File: src/rtl/tqvp_bus_bridge_pkg.sv
// Shared types and constants for the TQVP core-to-peripheral bus bridge.
package tqvp_bus_bridge_pkg;

    typedef enum logic [1:0] {
        IDLE  = 2'b00,
        WRITE = 2'b01,
        READ  = 2'b10,
        RESP  = 2'b11
    } state_t;

    localparam logic [1:0]  SIZE_8       = 2'b00;
    localparam logic [1:0]  SIZE_16      = 2'b01;
    localparam logic [1:0]  SIZE_32      = 2'b10;
    localparam logic [1:0]  SIZE_NONE    = 2'b11;

    // An access strobe of 11 means the bus is quiet.
    localparam logic [1:0]  BUS_IDLE     = 2'b11;
    localparam logic [31:0] TIMEOUT_WORD = 32'hFFFF_FFFF;

endpackage

File: src/rtl/tqvp_size_mask.sv
// Zero-extends peripheral read data according to the access size.
module tqvp_size_mask
    import tqvp_bus_bridge_pkg::*;
(
    input  logic [1:0]  size,
    input  logic [31:0] data,
    output logic [31:0] masked
);

    always_comb begin
        masked = data;
        case (size)
            SIZE_8:  masked = {24'h0, data[7:0]};
            SIZE_16: masked = {16'h0, data[15:0]};
            default: masked = data;
        endcase
    end

endmodule

File: src/rtl/tqvp_bus_bridge.sv
// Bridges a valid/ready core request port onto the TQVP peripheral bus,
// returning a single-cycle response with error reporting and read timeout.
module tqvp_bus_bridge
    import tqvp_bus_bridge_pkg::*;
#(
    parameter int TIMEOUT_CYCLES = 15
) (
    input  logic        clk,
    input  logic        rst_n,
    input  logic        req_valid,
    output logic        req_ready,
    input  logic [5:0]  req_addr,
    input  logic [31:0] req_wdata,
    input  logic        req_write,
    input  logic [1:0]  req_size,
    output logic        rsp_valid,
    output logic [31:0] rsp_rdata,
    output logic        rsp_err,
    output logic [5:0]  address,
    output logic [31:0] data_in,
    output logic [1:0]  data_write_n,
    output logic [1:0]  data_read_n,
    input  logic [31:0] data_out,
    input  logic        data_ready
);

    localparam int CW = $clog2(TIMEOUT_CYCLES + 1);

    state_t          state;
    state_t          next_state;
    logic [5:0]      addr_q;
    logic [31:0]     wdata_q;
    logic [1:0]      size_q;
    logic [CW-1:0]   count;
    logic [31:0]     rdata_q;
    logic            err_q;
    logic [31:0]     masked_data;
    logic            accept;
    logic            timeout_hit;

    tqvp_size_mask u_size_mask (
        .size   (size_q),
        .data   (data_out),
        .masked (masked_data)
    );

    assign accept      = (state == IDLE) && req_valid;
    assign timeout_hit = (count == CW'(TIMEOUT_CYCLES - 1));

    always_ff @(posedge clk or negedge rst_n) begin
        if (!rst_n) begin
            state <= IDLE;
        end else begin
            state <= next_state;
        end
    end

    always_comb begin
        next_state = state;
        case (state)
            IDLE: begin
                if (req_valid) begin
                    if (req_size == SIZE_NONE) begin
                        next_state = RESP;
                    end else if (req_write) begin
                        next_state = WRITE;
                    end else begin
                        next_state = READ;
                    end
                end
            end
            WRITE:   next_state = RESP;
            READ: begin
                if (data_ready || timeout_hit) begin
                    next_state = RESP;
                end
            end
            RESP:    next_state = IDLE;
            default: next_state = IDLE;
        endcase
    end

    // Request fields are captured only on acceptance; the response word is
    // prepared on the way into RESP so it is stable for the whole pulse.
    always_ff @(posedge clk or negedge rst_n) begin
        if (!rst_n) begin
            addr_q  <= '0;
            wdata_q <= '0;
            size_q  <= BUS_IDLE;
            count   <= '0;
            rdata_q <= '0;
            err_q   <= 1'b0;
        end else begin
            if (accept) begin
                addr_q  <= req_addr;
                wdata_q <= req_wdata;
                size_q  <= req_size;
                count   <= '0;
                rdata_q <= '0;
                err_q   <= (req_size == SIZE_NONE);
            end else if (state == READ) begin
                if (data_ready) begin
                    rdata_q <= masked_data;
                    err_q   <= 1'b0;
                end else if (timeout_hit) begin
                    rdata_q <= TIMEOUT_WORD;
                    err_q   <= 1'b1;
                end else begin
                    count   <= count + CW'(1);
                end
            end
        end
    end

    assign req_ready    = (state == IDLE);
    assign rsp_valid    = (state == RESP);
    assign rsp_rdata    = rdata_q;
    assign rsp_err      = err_q;
    assign address      = addr_q;
    assign data_in      = wdata_q;
    assign data_write_n = (state == WRITE) ? size_q : BUS_IDLE;
    assign data_read_n  = (state == READ)  ? size_q : BUS_IDLE;

endmodule

File: config.mk
export PLATFORM = sky130hd
export DESIGN_NAME = tqvp_bus_bridge
export DESIGN_NICKNAME = d
export VERILOG_FILES = /design/src/rtl/tqvp_bus_bridge_pkg.sv /design/src/rtl/tqvp_size_mask.sv /design/src/rtl/tqvp_bus_bridge.sv
export SDC_FILE = /design/constraint.sdc
export NUM_CORES = 1
export LEC_CHECK = 0
export ABC_AREA = 1
export ABC_CLOCK_PERIOD_IN_PS = 1900
export CORE_ASPECT_RATIO = 0.75
export CORE_MARGIN = 2
export CORE_UTILIZATION = 45
export CTS_CLUSTER_SIZE = 14
export DETAILED_ROUTE_END_ITERATION = 10
export DONT_BUFFER_PORTS = 1
export MAX_ROUTING_LAYER = met4
export PLACE_DENSITY = 0.72
export RECOVER_POWER = 50
export SLEW_MARGIN = 15
export SYNTH_ARGS = -nofsm -noshare
export SYNTH_HDL_FRONTEND = slang
export SYNTH_SLANG_ARGS = --single-unit
File: constraint.sdc
create_clock -name clk -period 1.9 [get_ports clk]
set_clock_uncertainty 0.1 [all_clocks]
set_input_delay 0.38 -clock clk [delete_from_list [all_inputs] [get_ports clk]]
set_output_delay 0.38 -clock clk [all_outputs]
set_load 0.02 [all_outputs]
==> run_results.csv <==
group,metric,value,unit
synth,synth-async-reset-ratio,1.00,
sta,rsz0062_at_grt,"false",
status,status,"finished, violations left",
worst_setup_path,required,1420,ps
sta,min_period,1790,ps
placed_design,io_buffers,0,
routing,drc,0,
clock_network,cts_tree,"yes",
routing,wirelength,8.23,mm
synth,syn_area_per_cell,7.98,µm²
cells_and_area,drive_gt1_frac,0.0861,
synth,synth_edf_count,0,
floorplan,rows,28,
worst_setup_path,crit_family,"flip-flops",
global_route,grt_pass1_vias,2651,
sta,finalCritPeriodShare,0.940,
worst_setup_path,slowest_stage,"dfrtp_1",
worst_setup_path,reg2reg_from,"state[0]$_DFFE_PN0P_",
routing,vias,2868,
floorplan,die_width,108,µm
clock_network,htreeDepth,3,
sta,slew_headroom,0.797,
cells_and_area,fin_nets,531,
synth,synth.distinct_cells,21,
synth,synthesis.area,3620,µm²
placed_design,hpwl,5.60,mm
global_route,antenna_found_initial,0,
synth,synth_cells,453,
sta,timing.fmax,560,MHz
cells_and_area,nFillCells,751,
synth,synth_ff_type,"dfrtp_1",
sta,tns,0,ps
sta,worst_hold_slack,-378,ps
worst_setup_path,worst-path-buf-inv,2,
sta,worst_pin_slew,303,ps
hold_path,hold_path.class,"in2async",
worst_setup_path,slowest_delay,420,ps
worst_setup_path,path_max_fanout,4,
power,p_leak,2.10,nW
global_route,grt_overflow,0,
synth,syn_nets,536,
global_route,grt_first_pass_wirelength,12.6,mm
clock_network,cts_root_buffer,"clkbuf_8",
synth,yosys_warnings,0,
clock_network,path_clk_slew,80,ps
sta,finalSetupViolations,0,
synth,synth-seq-area-share,0.547,
worst_setup_path,arrival,1310,ps
worst_setup_path,regToRegSetupSlack,170,ps
global_route,grt_max_degree,80,
cells_and_area,design_area,3890,µm²
floorplan,die_area,8780,µm²
worst_setup_path,cp-end-kind,"output pin",
placed_design,routabilityCongestion,0.789,
routing,antenna_left,0,
routing,routed_via_density,5.14,
clock_network,clock_latency,340,ps
clock_network,cts_buffers,9,
worst_setup_path,reg2regPathDepth,8,
worst_setup_path,cp_cell_sequence,"inv_1 -> ha_2 -> nand2_1 -> buf_4",
floorplan,fp.dieH,81.6,µm
worst_setup_path,r2r-end,"count[2]$_DFFE_PN0P_",
run,cap_violations,0,
cells_and_area,syn_to_final_growth,7.54,%
global_route,track_usage,0.191,
sta,report.final.slew_viol_count,0,
clock_network,clockBufferDepth,2,
placed_design,postPlaceCellArea,3680,µm²
power,power.total,7.12,mW
status,failed_checks,"hold timing",
routing,first_pass_iters,5,
floorplan,core_area,7850,µm²
routing,routedWlPerCell,14.7,µm
power,peakVddDrop,680,µV
power,p_per_area,1830,nW/µm²
cells_and_area,num_antenna_cells,0,
worst_setup_path,critPathLaunchType,"flop",
routing,drtIter0Drc,226,
floorplan,start_util,0.461,
synth,ys_ff_latch,79,
worst_setup_path,crit_type,"reg2out",
clock_network,cts.sinks,79,
floorplan,io-pin-count,154,
sta,hold_viol_final,79,
cell usage after synthesis (2+ instances only):
master	count	area share
nand2_1	252	0.26
dfrtp_1	77	0.53
nor2_1	20	0.021
nand3_1	19	0.026
nand4_1	19	0.033
o21ai_0	13	0.018
buf_2	10	0.014
inv_1	10	0.010
clkbuf_1	8	0.0083
ha_1	6	0.021
buf_6	3	0.0093
inv_2	3	0.0031
nand2_2	3	0.0052
buf_4	2	0.0042
dfstp_2	2	0.015
layer usage:
layer,share of wire,global-route usage
met5,0,-
met4,0.0043,0.0372
met3,0.11,0.0857
met2,0.46,0.296
met1,0.43,0.236
cells in the final DEF, fill, tap and decap left out:
cell / netlist / layout
a21oi_4: 1 / 1
nand3_1: 19 / 19
inv_1: 10 / 10
or2_2: 1 / 1
nand2_1: 252 / 251
inv_2: 3 / 3
clkinv_2: 0 / 2
dfstp_2: 2 / 2
nand4_1: 19 / 19
clkbuf_8: 0 / 11
nand2_2: 3 / 4
buf_12: 0 / 1
dfrtp_1: 77 / 77
nand3_2: 1 / 1
ha_2: 0 / 1
ha_1: 6 / 5
buf_4: 2 / 6
nand2_8: 0 / 1
nand3_4: 1 / 1
clkinvlp_4: 0 / 3
buf_6: 3 / 1
nor2_1: 20 / 20
o21ai_0: 13 / 13
what timing repair did:
| action | 4_1_cts | 5_1_grt |
|---|---|---|
| resized for setup | 2 | 2 |
| setup endpoints to repair | 1 | 35 |
| gates cloned | 0 | 0 |
| hold endpoints to repair | 79 | 79 |
| buffers inserted | 1 | 0 |
state kept, by name, summed over array words and instances (netlist names):
name / flops
state: 2
rsp_err: 1
address: 6
count: 4
size_q: 2
rsp_rdata: 32
data_in: 32
worst max path at each step:
stage	start	cells past startpoint	end	slack, ps
6_report	state[0]$_DFFE_PN0P_	4	data_read_n[1]	110
5_1_grt	state[0]$_DFFE_PN0P_	7	rsp_rdata[13]$_DFFE_PN0P_	5
4_1_cts	state[0]$_DFFE_PN0P_	4	data_read_n[1]	50
3_5_place_dp	state[0]$_DFFE_PN0P_	7	rsp_rdata[11]$_DFFE_PN0P_	100
3_3_place_gp	state[0]$_DFFE_PN0P_	7	rsp_rdata[5]$_DFFE_PN0P_	190
2_1_floorplan	state[0]$_DFFE_PN0P_	5	data_read_n[0]	170
through the flow:
step | cells | util | worst slack, ps
detailed placement | 541 | 0.469 | 97.0
floorplan | 453 | - | 173
global route | 558 | 0.496 | 4.93
finish | 558 | 0.496 | 115
CTS | 558 | 0.494 | 51.3
global placement | 541 | 0.469 | 189
power breakdown:
part / total [mW] / leakage [nW] / internal (mW) / switching, mW
clock network: 1.14 / 0.0873 / 0.541 / 0.597
registers: 3.85 / 0.990 / 2.44 / 1.41
logic: 2.13 / 1.02 / 0.735 / 1.39
total: 7.12 / 2.10 / 3.72 / 3.40
cells by family after synthesis:
group | after synthesis | share of synthesized area
AND/OR/NAND/NOR | 317 | 0.359
flip-flops | 79 | 0.547
buffers and inverters | 37 | 0.0502
AO/OA/AOI/OAI | 14 | 0.0225
adder cells (fa/ha/maj) | 6 | 0.0208
worst reg2reg max path, stage by stage, from the launching register on:
cell	delay, ps
dfrtp_1	400
inv_1	90
ha_1	220
nand2_2	210
buf_12	300
nand2_1	140
inv_1	100
nand2_1	60
nand2_1	60
cell type report:
type                       instances  area, µm²  area share
clock buffer                      11        151      0.0389
sequential                        79       1980       0.509
timing repair buffer               8       76.3      0.0196
tap                              105        131      0.0338
clock inverter                     5       32.5     0.00837
inverter                          13       48.8      0.0125
multi-input combinational        337       1470       0.378
Note: power is estimated with default switching activity, not from simulation.
